## config.mk

```make
export PLATFORM = sky130hd
export DESIGN_NAME = sc_dmem_io
export DESIGN_NICKNAME = d
export VERILOG_FILES = /design/src/rtl/sc_dmem_io.sv
export SDC_FILE = /design/constraint.sdc
export NUM_CORES = 2
export LEC_CHECK = 0
export CORE_MARGIN = 8
export CORE_UTILIZATION = 45
export DETAILED_ROUTE_END_ITERATION = 12
export PLACE_DENSITY = 0.69
export SLEW_MARGIN = 20
export SYNTH_ARGS = -nofsm -noshare
export SYNTH_HDL_FRONTEND = slang
export SYNTH_SLANG_ARGS = --single-unit
```

## constraint.sdc

```tcl
create_clock -name clock -period 5.9 [get_ports clock]
set_clock_uncertainty 0.2 [all_clocks]
set_input_delay 0.885 -clock clock [delete_from_list [all_inputs] [get_ports clock]]
set_output_delay 0.885 -clock clock [all_outputs]
set_load 0.05 [all_outputs]
```

## src/rtl/sc_dmem_io.sv

```systemverilog
// sc_dmem_io -- data-side memory stage of the single-cycle CPU.
//   Word RAM, LED register, switch synchroniser, free-running timer and a
//   UART transmitter behind one word-addressed load/store port.
//   addr[1:0] is ignored for all accesses.
// Ports:
//   clock    system clock, all state updates on posedge
//   reset    synchronous, active-high
//   addr     byte address (CPU aluout)
//   datain   store data (CPU data)
//   we       store enable (CPU wmem)
//   dataout  load data, combinational from addr and current state
//   sw       asynchronous switch inputs
//   led      LED register
//   uart_tx  serial output, idle high
module sc_dmem_io #(
    parameter int unsigned RAM_AW       = 6,
    parameter int unsigned LED_W        = 8,
    parameter int unsigned SW_W         = 8,
    parameter int unsigned CLKS_PER_BIT = 16
) (
    input  logic              clock,
    input  logic              reset,
    input  logic [31:0]       addr,
    input  logic [31:0]       datain,
    input  logic              we,
    output logic [31:0]       dataout,
    input  logic [SW_W-1:0]   sw,
    output logic [LED_W-1:0]  led,
    output logic              uart_tx
);

    localparam int unsigned BW = $clog2(CLKS_PER_BIT);
    localparam logic [BW-1:0] BAUD_LAST = BW'(CLKS_PER_BIT - 1);

    // Word addresses (addr[31:2]) of the I/O registers
    localparam logic [29:0] W_LED   = 30'h3FFF_C000;
    localparam logic [29:0] W_SW    = 30'h3FFF_C001;
    localparam logic [29:0] W_UTX   = 30'h3FFF_C002;
    localparam logic [29:0] W_USTAT = 30'h3FFF_C003;
    localparam logic [29:0] W_TIMER = 30'h3FFF_C004;

    typedef enum logic [1:0] {S_IDLE, S_START, S_DATA, S_STOP} uart_state_t;

    logic [31:0]      ram [2**RAM_AW];
    logic             ram_sel;
    logic [29:0]      waddr;
    logic [SW_W-1:0]  sw_s1, sw_s2;
    logic [31:0]      timer;
    logic             utx_wr;

    uart_state_t      state, state_n;
    logic [BW-1:0]    baud, baud_n;
    logic [2:0]       bitidx, bitidx_n;
    logic [7:0]       txbyte, txbyte_n;
    logic             busy;

    logic             unused_addr;
    assign unused_addr = ^addr[1:0];

    assign waddr   = addr[31:2];
    assign ram_sel = (addr[31:RAM_AW+2] == '0);
    assign utx_wr  = we && (waddr == W_UTX);
    assign busy    = (state != S_IDLE);

    // RAM: write on edge, asynchronous read; contents are not reset
    always_ff @(posedge clock) begin
        if (we && ram_sel) begin
            ram[addr[RAM_AW+1:2]] <= datain;
        end
    end

    always_ff @(posedge clock) begin
        if (reset) begin
            led   <= '0;
            sw_s1 <= '0;
            sw_s2 <= '0;
            timer <= '0;
        end else begin
            sw_s1 <= sw;
            sw_s2 <= sw_s1;
            if (we && (waddr == W_LED)) begin
                led <= datain[LED_W-1:0];
            end
            // A store to TIMER takes priority over the increment
            if (we && (waddr == W_TIMER)) begin
                timer <= '0;
            end else begin
                timer <= timer + 32'd1;
            end
        end
    end

    // UART state register
    always_ff @(posedge clock) begin
        if (reset) begin
            state  <= S_IDLE;
            baud   <= '0;
            bitidx <= '0;
            txbyte <= '0;
        end else begin
            state  <= state_n;
            baud   <= baud_n;
            bitidx <= bitidx_n;
            txbyte <= txbyte_n;
        end
    end

    // UART next state; only IDLE accepts a new byte, so stores while busy
    // (including the last STOP cycle) are dropped
    always_comb begin
        state_n  = state;
        baud_n   = baud;
        bitidx_n = bitidx;
        txbyte_n = txbyte;
        case (state)
            S_IDLE: begin
                if (utx_wr) begin
                    txbyte_n = datain[7:0];
                    baud_n   = '0;
                    bitidx_n = '0;
                    state_n  = S_START;
                end
            end
            S_START: begin
                if (baud == BAUD_LAST) begin
                    baud_n  = '0;
                    state_n = S_DATA;
                end else begin
                    baud_n = baud + BW'(1);
                end
            end
            S_DATA: begin
                if (baud == BAUD_LAST) begin
                    baud_n = '0;
                    if (bitidx == 3'd7) begin
                        bitidx_n = '0;
                        state_n  = S_STOP;
                    end else begin
                        bitidx_n = bitidx + 3'd1;
                    end
                end else begin
                    baud_n = baud + BW'(1);
                end
            end
            S_STOP: begin
                if (baud == BAUD_LAST) begin
                    baud_n  = '0;
                    state_n = S_IDLE;
                end else begin
                    baud_n = baud + BW'(1);
                end
            end
            default: state_n = S_IDLE;
        endcase
    end

    always_comb begin
        uart_tx = 1'b1;
        case (state)
            S_START: uart_tx = 1'b0;
            S_DATA:  uart_tx = txbyte[bitidx];
            default: uart_tx = 1'b1;
        endcase
    end

    // Load path
    always_comb begin
        dataout = '0;
        if (ram_sel) begin
            dataout = ram[addr[RAM_AW+1:2]];
        end else begin
            case (waddr)
                W_LED:   dataout[LED_W-1:0] = led;
                W_SW:    dataout[SW_W-1:0]  = sw_s2;
                W_USTAT: dataout[0]         = busy;
                W_TIMER: dataout            = timer;
                default: dataout            = '0;
            endcase
        end
    end

endmodule

```

==> impl_results.md <==
* Status: completed
* CTS Buffer Depth at 3
* Final hold vios at 0
* Routability cong. at approximately 0.93
* Mapped Nets at between 3000 and 4000
* Fin cells at around 6600
* Die area at slightly below 0.2 mm2
* H-tree levels at 4
* Worst VDD drop at between 300 and 400 uV
* P_sw at between 6 and 7 mW
* Routed vias at ~40000
* Num CTS Buffers at between 200 and 250
* Met3 Track Usage GR at under 10%
* Dominant synthesized flop cell: edfxtp_1
* Core Footprint at around 0.18 mm2
* Hpwl dp at 125000 um
* Site row count at 156
* Clk pwr share at 41.3%
* Fin util at about 52%
* Share of synthesized registers carrying an async set or reset at 0%
* First-pass GRT wire length at 301000 um
* WS Path Type: in -> out
* Grt ovf at 0
* First drt pass iteration count at 6
* I/O pins at approximately 120
* Max-Cap Viols at 0
* Switching Fraction at 21.3%
* Register share of total power at a little over half
* Gr usage total at a little over a fifth
* TritonCTS clock tree: done
* Post_cts resized at 0
* Area fraction in compound gates after synthesis at 3.40%
* Max Fclk at 194 MHz
* Netlist cell types at around 70
* TritonCTS Sinks at 2121
* Drt initial violations at approximately 5300
* P_leak at approximately 29 nW
* GR Layer Usage met2 at a little over a third
* Final setup vio count at 0
* Final Power at between 30 and 40 mW
* Post-route ant nets at 0
* P per Cell Area at around 330 mW/mm2
* Drt via density at 6.15
* Input/output buffers at around 110
* Final net count at slightly above 4000
* Setup Buffers After CTS at 0
* Max-slew violations at 0
* Drt total wl at 214000 um
* Mapped Cells at around 3700
* Slew headroom at 24.6%
* Cell count after placement at roughly 6200
* CP Capture Type: output port
* Adder-cell share of the synthesized area at less than 1%
* Die Span Y at 441 um
* Pre-CTS setup slack at approximately 0.7 ns
* Cell area after synthesis at 0.0813 mm2
* Setup ws final at between 0.7 and 0.8 ns
* Internal Power at ~24 mW
* Final worst path period share at roughly 87%
* Worst skew pair latency at 0.83 ns
* Post-Synth Simple-Gate Area at ~2.2%
* Die W at around 440 um
* Setup TNS at 0 ns
* CTS Root Cell: clkbuf_16
* Post-synthesis mux area share at around 15%
* Initial antenna violation count at 11
* Share of cells above drive strength 1 at 29.3%
* RSZ-0062 raised after global routing: false
* Hold_buf cts at 0
* Post-synth EDFFs at between 2000 and 2500
* Worst EP required at ~4.8 ns
* WP data arrival at between 4 and 5 ns
* Measured slew at the worst slew-check pin at ~1.1 ns
* Xor-xnor portion of the synthesized cell area at less than 1%
* Largest family of logic cells by synthesized area: multiplexers
* CP Max Fanout at 13
* Synth warn at 0
* Share of the yosys chip area belonging to registers at between 70% and 80%
* Pin count of the biggest net entering global routing at 82
* Yosys reg bits at 2121
* Initial Util at between 40 and 50%
* Setup crit start kind: primary input
* Post-layout min period at slightly above 5 ns
* Fillers at about 14000
* Vias in the first global route at approximately 40000
* DRC at 0
* Combinational share of power at approximately 5.2%
* M1 GR Usage at between 20% and 30%
* Top Usage Layer GRT: met2
* Area grow syn2layout at 15.6%
* Min-Delay Path Class: reg -> reg
* Mapped Avg Cell Area at approximately 22 um2
* Drt wl/cell at 32.5 um
* Clk slew on worst S/H paths at 0.06 ns
==> routing by layer <==
layer,vias to the layer above,share of wire [%]
met1,21600,38
met3,375,8.9
li1,16400,-
met4,6,4.5
met2,2053,49
met5,-,0.019
==> state kept, by name, indices dropped and copies added, names as in the netlist <==
name    flops
led         8
state       2
ram      2048
timer      32
baud        4
txbyte      8
bitidx      3
sw_s2       8
sw_s1       8
==> layout by cell type (no fill, tap or decap), drive strengths merged, types with 16 or more instances in the layout <==
cell / count
o22ai: 24
mux4: 524
clkdlybuf4s50: 44
a22o: 73
nor2b: 27
a21oi: 19
nand2: 101
a221oi: 52
clkinv: 95
a22oi: 116
a221o: 26
nor2: 124
clkbuf: 259
edfxtp: 2048
xnor2: 17
dfxtp: 73
nand3: 20
inv: 22
nand4: 16
buf: 328
mux2i: 55
==> stage by stage <==
stage | area, um2 | hold WS (ns)
after CTS | 94000 | 0.241
after global routing | 94000 | 0.266
final | 94000 | 0.230
after global placement | 87400 | 0.222
after detailed placement | 87400 | 0.226
after floorplan | 81300 | 0.214
==> Yosys cell counts, types with 3 or more instances <==
| library cell | count | area [um2] |
|---|---|---|
| edfxtp_1 | 2048 | 61500 |
| mux4_2 | 524 | 11800 |
| nor2_1 | 124 | 465 |
| a22oi_1 | 116 | 871 |
| nand2_1 | 101 | 379 |
| clkbuf_1 | 96 | 360 |
| a22o_1 | 73 | 639 |
| dfxtp_1 | 73 | 1460 |
| buf_2 | 66 | 330 |
| mux2i_1 | 55 | 551 |
| a221oi_1 | 52 | 455 |
| nor2b_1 | 27 | 169 |
| a221o_1 | 26 | 260 |
| o22ai_1 | 24 | 150 |
| buf_4 | 22 | 165 |
| a21oi_1 | 19 | 95.1 |
| nand3_1 | 18 | 90.1 |
| xnor2_1 | 17 | 149 |
| buf_1 | 16 | 60.1 |
| buf_6 | 13 | 146 |
| inv_1 | 13 | 48.8 |
| nand4_1 | 13 | 81.3 |
| nor4_1 | 11 | 68.8 |
| nor3_1 | 10 | 50.1 |
| ha_1 | 9 | 113 |
| o21ai_0 | 8 | 40.0 |
| or3_1 | 8 | 50.1 |
| or4_1 | 7 | 52.6 |
| and2_1 | 6 | 37.5 |
| and3_1 | 6 | 37.5 |
| o2111ai_1 | 5 | 43.8 |
| xor2_1 | 5 | 43.8 |
| o31ai_1 | 4 | 30.0 |
| and4_1 | 3 | 26.3 |
| mux2_2 | 3 | 33.8 |
| nand2b_1 | 3 | 18.8 |
| nor4_2 | 3 | 37.5 |
| o2bb2ai_1 | 3 | 26.3 |
| o32ai_1 | 3 | 26.3 |
==> worst max-delay path, cell delays in order <==
cell             delay [ns]
clkdlybuf4s50_1        0.70
buf_4                  0.36
or3_1                  0.41
nor3_1                 0.17
and4_1                 0.58
buf_4                  0.29
a22oi_1                0.10
o311ai_0               0.33
buf_12                 0.23
==> cells by family (layout without fill, tap and decap cells) <==
logic type,Yosys count,in the layout
flops,2121,2121
xor+xnor,22,22
fa+ha+maj,9,9
mux,582,582
other cells,0,6
compound gates,347,347
simple gates,361,361
buf+inv,228,763
==> cell type report <==
cell class | count | area (um2) | area share [%]
sequential | 2121 | 63000 | 67.0
multi-input combinational | 1321 | 17800 | 18.9
clock buffer | 259 | 5460 | 5.80
timing repair buffer | 372 | 3680 | 3.91
tap | 2370 | 2970 | 3.15
clock inverter | 117 | 1090 | 1.16
inverter | 15 | 56.3 | 0.0599
antenna | 6 | 15.0 | 0.0160
==> path summary, 6_finish.rpt <==
check	to	cells past startpoint	start	slack, ns
worst max-delay path	dataout[27]	9	addr[5]	0.74
worst min-delay path	sw_s2[5]	1	sw_s1[5]	0.23
worst max register to register	timer[30]	6	timer[0]	3.23
worst min register to register	sw_s2[5]	1	sw_s1[5]	0.23
==> power by group through the flow <==
stage                     Combinational (mW)  Clock (mW)  Sequential [mW]
after floorplan                        0.787           0             16.8
after global placement                  1.57           0             16.8
after detailed placement                1.60           0             16.8
after CTS                               1.60        12.9             16.5
after global routing                    1.68        13.5             16.5
final                                   1.60        12.7             16.5
No activity file was read; power rests on OpenSTA's default activity.
